[config.mk]
export PLATFORM = sky130hd
export DESIGN_NAME = multi_debounce
export DESIGN_NICKNAME = d
export VERILOG_FILES = /design/src/rtl/multi_debounce.sv
export SDC_FILE = /design/constraint.sdc
export NUM_CORES = 1
export LEC_CHECK = 0
export ABC_AREA = 1
export CORE_ASPECT_RATIO = 1.1
export CORE_MARGIN = 5
export CORE_UTILIZATION = 60
export CTS_CLUSTER_DIAMETER = 150
export DETAILED_ROUTE_END_ITERATION = 7
export HOLD_SLACK_MARGIN = 0.06
export PLACE_DENSITY = 0.83
export SETUP_SLACK_MARGIN = 0.15
export SYNTH_ARGS = -nofsm -noshare
export SYNTH_HDL_FRONTEND = slang
export SYNTH_SLANG_ARGS = --single-unit
[constraint.sdc]
create_clock -name clk -period 8.1 [get_ports clk]
set_input_delay 1.215 -clock clk [delete_from_list [all_inputs] [get_ports clk]]
set_output_delay 1.215 -clock clk [all_outputs]
set_load 0.01 [all_outputs]
[src/rtl/multi_debounce.sv]
`default_nettype none
// ============================================================================
// Module   : multi_debounce
// Purpose  : N-channel push-button conditioner: debounced level, press/release
//            pulses and optional hold-to-repeat pulse train per channel.
// Revision : 1.0 - initial release
// ============================================================================
module multi_debounce #(
  parameter int N_CH          = 4,
  parameter int CNT_W         = 16,
  parameter int STABLE_CNT    = 50000,
  parameter int ACTIVE_LOW    = 0,
  parameter int REPEAT_EN     = 1,
  parameter int HOLD_W        = 28,
  parameter int HOLD_DELAY    = 50000000,
  parameter int REPEAT_PERIOD = 10000000
) (
  input  logic            clk,
  input  logic            rst,
  input  logic [N_CH-1:0] noisy_in,
  output logic [N_CH-1:0] level_out,
  output logic [N_CH-1:0] press_pulse,
  output logic [N_CH-1:0] release_pulse,
  output logic [N_CH-1:0] repeat_pulse
);

  localparam logic              c_idle_phys = (ACTIVE_LOW != 0);
  localparam logic [CNT_W-1:0]  c_cnt_last  = CNT_W'(STABLE_CNT - 1);
  localparam logic [HOLD_W-1:0] c_hold_last = HOLD_W'(HOLD_DELAY - 1);
  localparam logic [HOLD_W-1:0] c_per_last  = HOLD_W'(REPEAT_PERIOD - 1);
  localparam longint            c_hc_span   = (HOLD_DELAY > REPEAT_PERIOD) ?
                                              longint'(HOLD_DELAY) : longint'(REPEAT_PERIOD);

  if (STABLE_CNT < 1 || longint'(STABLE_CNT) > ((longint'(1) << CNT_W) - 1)) begin : g_chk_stable
    $fatal(1, "multi_debounce: STABLE_CNT out of range for CNT_W");
  end
  if (HOLD_DELAY < 1 || REPEAT_PERIOD < 1 || c_hc_span > (longint'(1) << HOLD_W)) begin : g_chk_hold
    $fatal(1, "multi_debounce: HOLD_DELAY/REPEAT_PERIOD out of range for HOLD_W");
  end

  typedef enum logic [1:0] {
    ST_IDLE   = 2'd0,
    ST_HOLD   = 2'd1,
    ST_REPEAT = 2'd2
  } hold_state_e;

  for (genvar g = 0; g < N_CH; g++) begin : g_ch
    logic             r_s0, r_s1, r_level, r_press, r_release;
    logic [CNT_W-1:0] r_cnt;
    logic             w_s, w_accept, w_press, w_release;

    // Synchroniser idles at the released level so reset exit never looks like a press
    always_ff @(posedge clk or posedge rst) begin
      if (rst) begin
        r_s0 <= c_idle_phys;
        r_s1 <= c_idle_phys;
      end else begin
        r_s0 <= noisy_in[g];
        r_s1 <= r_s0;
      end
    end

    assign w_s       = r_s1 ^ c_idle_phys;
    assign w_accept  = (w_s != r_level) && (r_cnt == c_cnt_last);
    assign w_press   = w_accept & w_s;
    assign w_release = w_accept & ~w_s;

    always_ff @(posedge clk or posedge rst) begin
      if (rst) begin
        r_level   <= 1'b0;
        r_press   <= 1'b0;
        r_release <= 1'b0;
        r_cnt     <= '0;
      end else begin
        r_press   <= w_press;
        r_release <= w_release;
        if (w_s == r_level || w_accept) begin
          r_cnt <= '0;
        end else begin
          r_cnt <= r_cnt + CNT_W'(1);
        end
        if (w_accept) begin
          r_level <= w_s;
        end
      end
    end

    assign level_out[g]     = r_level;
    assign press_pulse[g]   = r_press;
    assign release_pulse[g] = r_release;

    if (REPEAT_EN != 0) begin : g_rep
      hold_state_e       r_state, w_state_nxt;
      logic [HOLD_W-1:0] r_hc, w_hc_nxt;
      logic              r_rep, w_rep_nxt;

      always_ff @(posedge clk or posedge rst) begin
        if (rst) begin
          r_state <= ST_IDLE;
          r_hc    <= '0;
          r_rep   <= 1'b0;
        end else begin
          r_state <= w_state_nxt;
          r_hc    <= w_hc_nxt;
          r_rep   <= w_rep_nxt;
        end
      end

      // Release has priority so no repeat can share the release cycle
      always_comb begin
        w_state_nxt = r_state;
        w_hc_nxt    = r_hc;
        w_rep_nxt   = 1'b0;
        case (r_state)
          ST_IDLE: begin
            if (w_press) begin
              w_state_nxt = ST_HOLD;
              w_hc_nxt    = '0;
            end
          end
          ST_HOLD: begin
            if (w_release) begin
              w_state_nxt = ST_IDLE;
              w_hc_nxt    = '0;
            end else if (r_hc == c_hold_last) begin
              w_state_nxt = ST_REPEAT;
              w_hc_nxt    = '0;
              w_rep_nxt   = 1'b1;
            end else begin
              w_hc_nxt = r_hc + HOLD_W'(1);
            end
          end
          ST_REPEAT: begin
            if (w_release) begin
              w_state_nxt = ST_IDLE;
              w_hc_nxt    = '0;
            end else if (r_hc == c_per_last) begin
              w_hc_nxt  = '0;
              w_rep_nxt = 1'b1;
            end else begin
              w_hc_nxt = r_hc + HOLD_W'(1);
            end
          end
          default: begin
            w_state_nxt = ST_IDLE;
            w_hc_nxt    = '0;
          end
        endcase
      end

      assign repeat_pulse[g] = r_rep;
    end else begin : g_no_rep
      assign repeat_pulse[g] = 1'b0;
    end
  end

endmodule
`default_nettype wire

After elaboration in Yosys (flattened, before gate mapping)
Cells that the tools add are included.
Widths: inputs -> output; s select.
Storage, ports and cells
  bits in latches: 0
  output and inout port bits: 16
  memory bits (read-only): 0
  word-level logic and storage cells: 180
  bits in writable memories: 0
  input port bits: 6
  memories kept: 0
  flip-flop bits (word level): 208
Cells by class
  $mul: 0
  muxes and demuxes: 68
  add/subtract/negate cells: 8
  order comparisons: 0
  reductions and logical operators: 16
  shift-type cells: 0
  eq/ne operators: 40
  divide/modulo/power cells: 0
  bitwise gates (word level): 12
Operator list (count)
  $mux 28: 20
  $pmux 28 s3: 4
  $add 28x1->28 const B: 4
  $eq 28x24->1 const B: 4
  $eq 28x26->1 const B: 4
  $add 16x1->16 const B: 4
  $eq 16x16->1 const B: 4
  $mux 16: 4
  $mux 2: 16
  $pmux 2 s3: 4
  $mux 1: 16
  $ne 2x2->1 const B: 8
  $ne 3x3->1 const B: 4
  $reduce_and 3->1: 4
  $and 1x1->1: 8
  $eq 2x1->1 const B: 4
  $eq 2x2->1 const B: 4
  $logic_not 2->1: 4
  $pmux 1 s2: 4
  $eq 1x1->1: 4
  $logic_and 1x1->1: 4
  $logic_or 1x1->1: 4
  $ne 1x1->1: 4
  $not 1->1: 4

Depth between registers and ports, before layout
  depth in word-level cells: 5
  depth in mapped cells: 14
  mapped depth without buffers: 13

Worst setup path before layout
OpenSTA, ideal clock, no wires.
  kind: register to output
  start point: register g_ch[0].r_level
  end point: output port level_out[0]
  cell stages (with the launch flop): 2
  required time: 6885 ps
  path buffers: 1
  arrival: 533 ps
  path slack: 6352 ps
  path through: dfrtp_1 buf_4
RTL lines
  from (decl): RTL line 48  | logic r_s0, r_s1, r_level, r_press, r_release;
  from (signal assigned): RTL line 83  | r_level <= w_s;
  to (decl): RTL line 21  | output logic [N_CH-1:0] level_out,
No word-level cell between the ends.

Final worst setup path
  start point: register g_ch[0].r_cnt[0]
  end point: register g_ch[0].g_rep.r_hc[24]
Between the ends
  longest elaborated chain between the ends: 5
RTL lines
  from (decl): RTL line 49  | logic [CNT_W-1:0] r_cnt;
  from (signal assigned): RTL line 80  | r_cnt <= r_cnt + CNT_W'(1);
  $eq 16x16->1 *: RTL line 64  | assign w_accept = (w_s != r_level) && (r_cnt == c_cnt_last);
  $logic_and 1x1->1 *: RTL line 64
  $and 1x1->1: RTL line 66  | assign w_release = w_accept & ~w_s;
  $mux 28, on equally long branches: RTL line 134, 122
  $pmux 28 s3: RTL line 114  | case (r_state)
  to (signal assigned): RTL line 104  | r_hc <= w_hc_nxt;
  to (decl): RTL line 94  | logic [HOLD_W-1:0] r_hc, w_hc_nxt;
Every way passes the cells marked *; elsewhere a longest branch is shown, timed or not.
A chain may end at the register's enable or synchronous reset.

==> impl_metrics.ini <==
[logic_synthesis]
synthArstFlopShare = 1.00
synth-main-ff-cell = dfrtp_1
synthMuxAreaShare = 0
synth_compound_area_frac = 0.0570
synth-seq-cells = 208
synth_top_family_by_area = simple AND/OR/NAND/NOR gates
ys_warn_count = 0
seq_area_frac_synth = 0.429
synth_xor_xnor_area_share = 0.0477
synth.cell_area_mm2 = 0.0121
synth_fp_nets = 1661
synth-simple-area-share = 0.354
ys_types = 50
synth_fa_ha_area_frac = 0.0206
netlist_instances = 1635
synth_edf_count = 0
syn_avg_cell_area_um2 = 7.42

[detailed_routing]
ant_nets = 0
drc = 0
dr.pass1.iters = 5
drtIter0Drc = 759
vias = 10323
wl_per_cell_um = 13.4
vias_per_cell = 5.40
wl_um = 25600

[timing]
fin_tns_setup_ps = 0
worst_slew_pin_slew_ps = 1120
drv_slew = 0
rsz0062_at_grt = no
slew_headroom = 0.250
finalHoldViolCount = 0
setup_ws_ps = 5290
clock.fmax_mhz = 356
period_share = 0.346
min_period_ps = 2810
fin_skew_ps = 7.56
setup_violations = 0

[clock_tree]
cts.sinks = 208
cts.reportedPaths.clkPinSlew_ps = 60
clock_latency_ps = 510
ctsResizeCount = 0
tritoncts = built
root_buffer = clkbuf_16
holdBufCountCts = 0
htreeDepth = 1
cts_buffer_depth = 3
post_cts_buffers = 0
cts_made_buffers = 23

[cells_and_area]
final_core_util = 0.664
seqCellArea_mm2 = 0.00520
filler_cell_count = 1655
n_antenna_cell = 0
layout_common_cells = 330 x nand2_1, 329 x nor2_1, 208 x dfrtp_1, 199 x inv_1, 142 x nand3_1
area_growth_pct = 8.70
drive_gt1_frac = 0.0639
multi_input_area_mm2 = 0.00581
fin_nets = 1668
layout_commonest_cell = nand2_1
instances_no_fill = 1910

[global_route]
grt_pass1_wl_um = 45400
grt_pass1_vias = 10110
antenna_found_initial = 0
grt_max_degree = 140
grt_overflow_total = 0
grt_use_total = 0.222

[worst_setup_path]
cp_max_fo = 30
critPathCapture = g_ch[0].g_rep.r_hc[24]$_DFFE_PP0P_
crit_type = flip-flop to flip-flop
reg2reg_from = g_ch[0].r_cnt[0]$_DFF_PP0_
crit_arrival_ps = 3170
crit_path_start_kind = flip-flop
reg2reg_depth = 8
r2r-end = g_ch[0].g_rep.r_hc[24]$_DFFE_PP0P_
rrSetupSlack_ps = 5290
crit_path_end_kind = flip-flop
cp-startpoint = g_ch[0].r_cnt[0]$_DFF_PP0_
cp.required_ps = 8470

[power_and_ir_drop]
comb_power_share = 0.019
sequentialPowerShare = 0.473
p_leak_nw = 5.78
internal-power_mw = 1.76
switching_power_mw = 0.460
power.density_mw_per_mm2 = 169
ir_drop_v = 0.000167
p_total_mw = 2.22
p_sw_frac = 0.207
clkPwrFrac = 0.509

[floorplanning]
die_height_um = 159
die_area_mm2 = 0.0232
die_w_um = 146
initial_core_util = 0.610
core_area_mm2 = 0.0199
ios = 22
rows = 54

[outcome]
outcome = complete, no violations

[placement]
routabilityCongestion = 0.969
pre_cts_ws_ps = 4710
placedCellCount = 1869
io_buffers = 21
dp_hpwl_um = 17700

[flow_run]
max-cap-violations = 0

[worst_hold_path]
hold_class = flip-flop to flip-flop
hold_depth = 0
min_from = g_ch[3].r_s0$_DFF_PP0_
## final cells by class
cell class | instances | share of cell area
clock inverter | 14 | 0.0156
clock buffer | 27 | 0.0471
inverter | 212 | 0.0614
timing repair buffer | 22 | 0.0165
multi-input combinational | 1175 | 0.441
tap | 252 | 0.0239
sequential | 208 | 0.395
## metrics by stage
| step | instance area, µm² | hold WS, ps |
|---|---|---|
| after floorplan | 12100 | 331 |
| after global placement | 12400 | 334 |
| after detailed placement | 12400 | 335 |
| after CTS | 13200 | 355 |
| after global routing | 13200 | 361 |
| final | 13200 | 352 |
## cell families (layout without fill, tap and decap cells)
family,count (synthesis),in the layout
adder cells (fa/ha/maj),20,20
flip-flops,208,208
AND/OR/NAND/NOR,973,973
AO/OA/AOI/OAI,116,116
buffers and inverters,252,275
XOR/XNOR,66,66
## worst max-delay path, stage by stage (launching register included)
cell and delay, ps:
dfrtp_1 370, ha_1 210, nand3_2 140, nor2_2 170, nand3_1 110, nand2_1 740
inv_2 280, a21oi_4 540, nor2_1 90
## worst min-delay path by stage
stage                     slack [ps]                     end
after floorplan                  330  g_ch[0].r_s1$_DFF_PP0_
after global placement           330  g_ch[3].r_s1$_DFF_PP0_
after detailed placement         330  g_ch[1].r_s1$_DFF_PP0_
after CTS                        360  g_ch[3].r_s1$_DFF_PP0_
after global routing             360  g_ch[3].r_s1$_DFF_PP0_
final                            350  g_ch[3].r_s1$_DFF_PP0_
## state kept, by name (all words and copies together) (netlist names)
name and flops:
g_ch.g_rep.r_state 8, g_ch.g_rep.r_rep 4, g_ch.r_release 4, g_ch.r_s0 4
g_ch.r_level 4, g_ch.r_press 4, g_ch.g_rep.r_hc 112, g_ch.r_s1 4
g_ch.r_cnt 64
## synth_stat cells, types with 4 or more instances
library cell  count  area share
ha_1             20       0.021
nand3b_1          5      0.0031
nand2_4           6      0.0056
o21bai_1          5      0.0031
xnor2_1          16       0.012
nor2_2           15      0.0077
o21ai_1          16      0.0066
nand4_1          36       0.019
nor4_1           11      0.0057
nand2_1         330        0.10
o21a_1            4      0.0025
o21ai_0          45       0.019
a31oi_1           7      0.0036
nand3_2           5      0.0041
a21oi_1          21      0.0087
dfrtp_1         208        0.43
inv_2             9      0.0028
nor2_1          329        0.10
xor2_1           50       0.036
buf_4            21       0.013
buf_6            10      0.0093
nand2_2          15      0.0077
nor3b_1          13      0.0080
buf_2             6      0.0025
o22ai_1           4      0.0021
inv_1           200       0.062
nor3_1           55       0.023
nand3_1         142       0.059
## power by group through the flow
stage               clock network [mW]  registers [mW]  logic [mW]
CTS                               1.15            1.05      0.0431
global placement                     0            1.07      0.0418
detailed placement                   0            1.07      0.0428
finish                            1.13            1.05      0.0411
global route                      1.20            1.05      0.0489
floorplan                            0            1.07      0.0305
## routing by layer
metal	routed length (µm)	up-vias	track usage	part of all wire
met4	528	0	0.0568	0.021
li1	-	5207	-	-
met1	11400	4843	0.298	0.44
met5	0	-	0	0
met3	1130	48	0.0270	0.044
met2	12600	225	0.383	0.49
No activity file was read; power rests on OpenSTA's default activity.
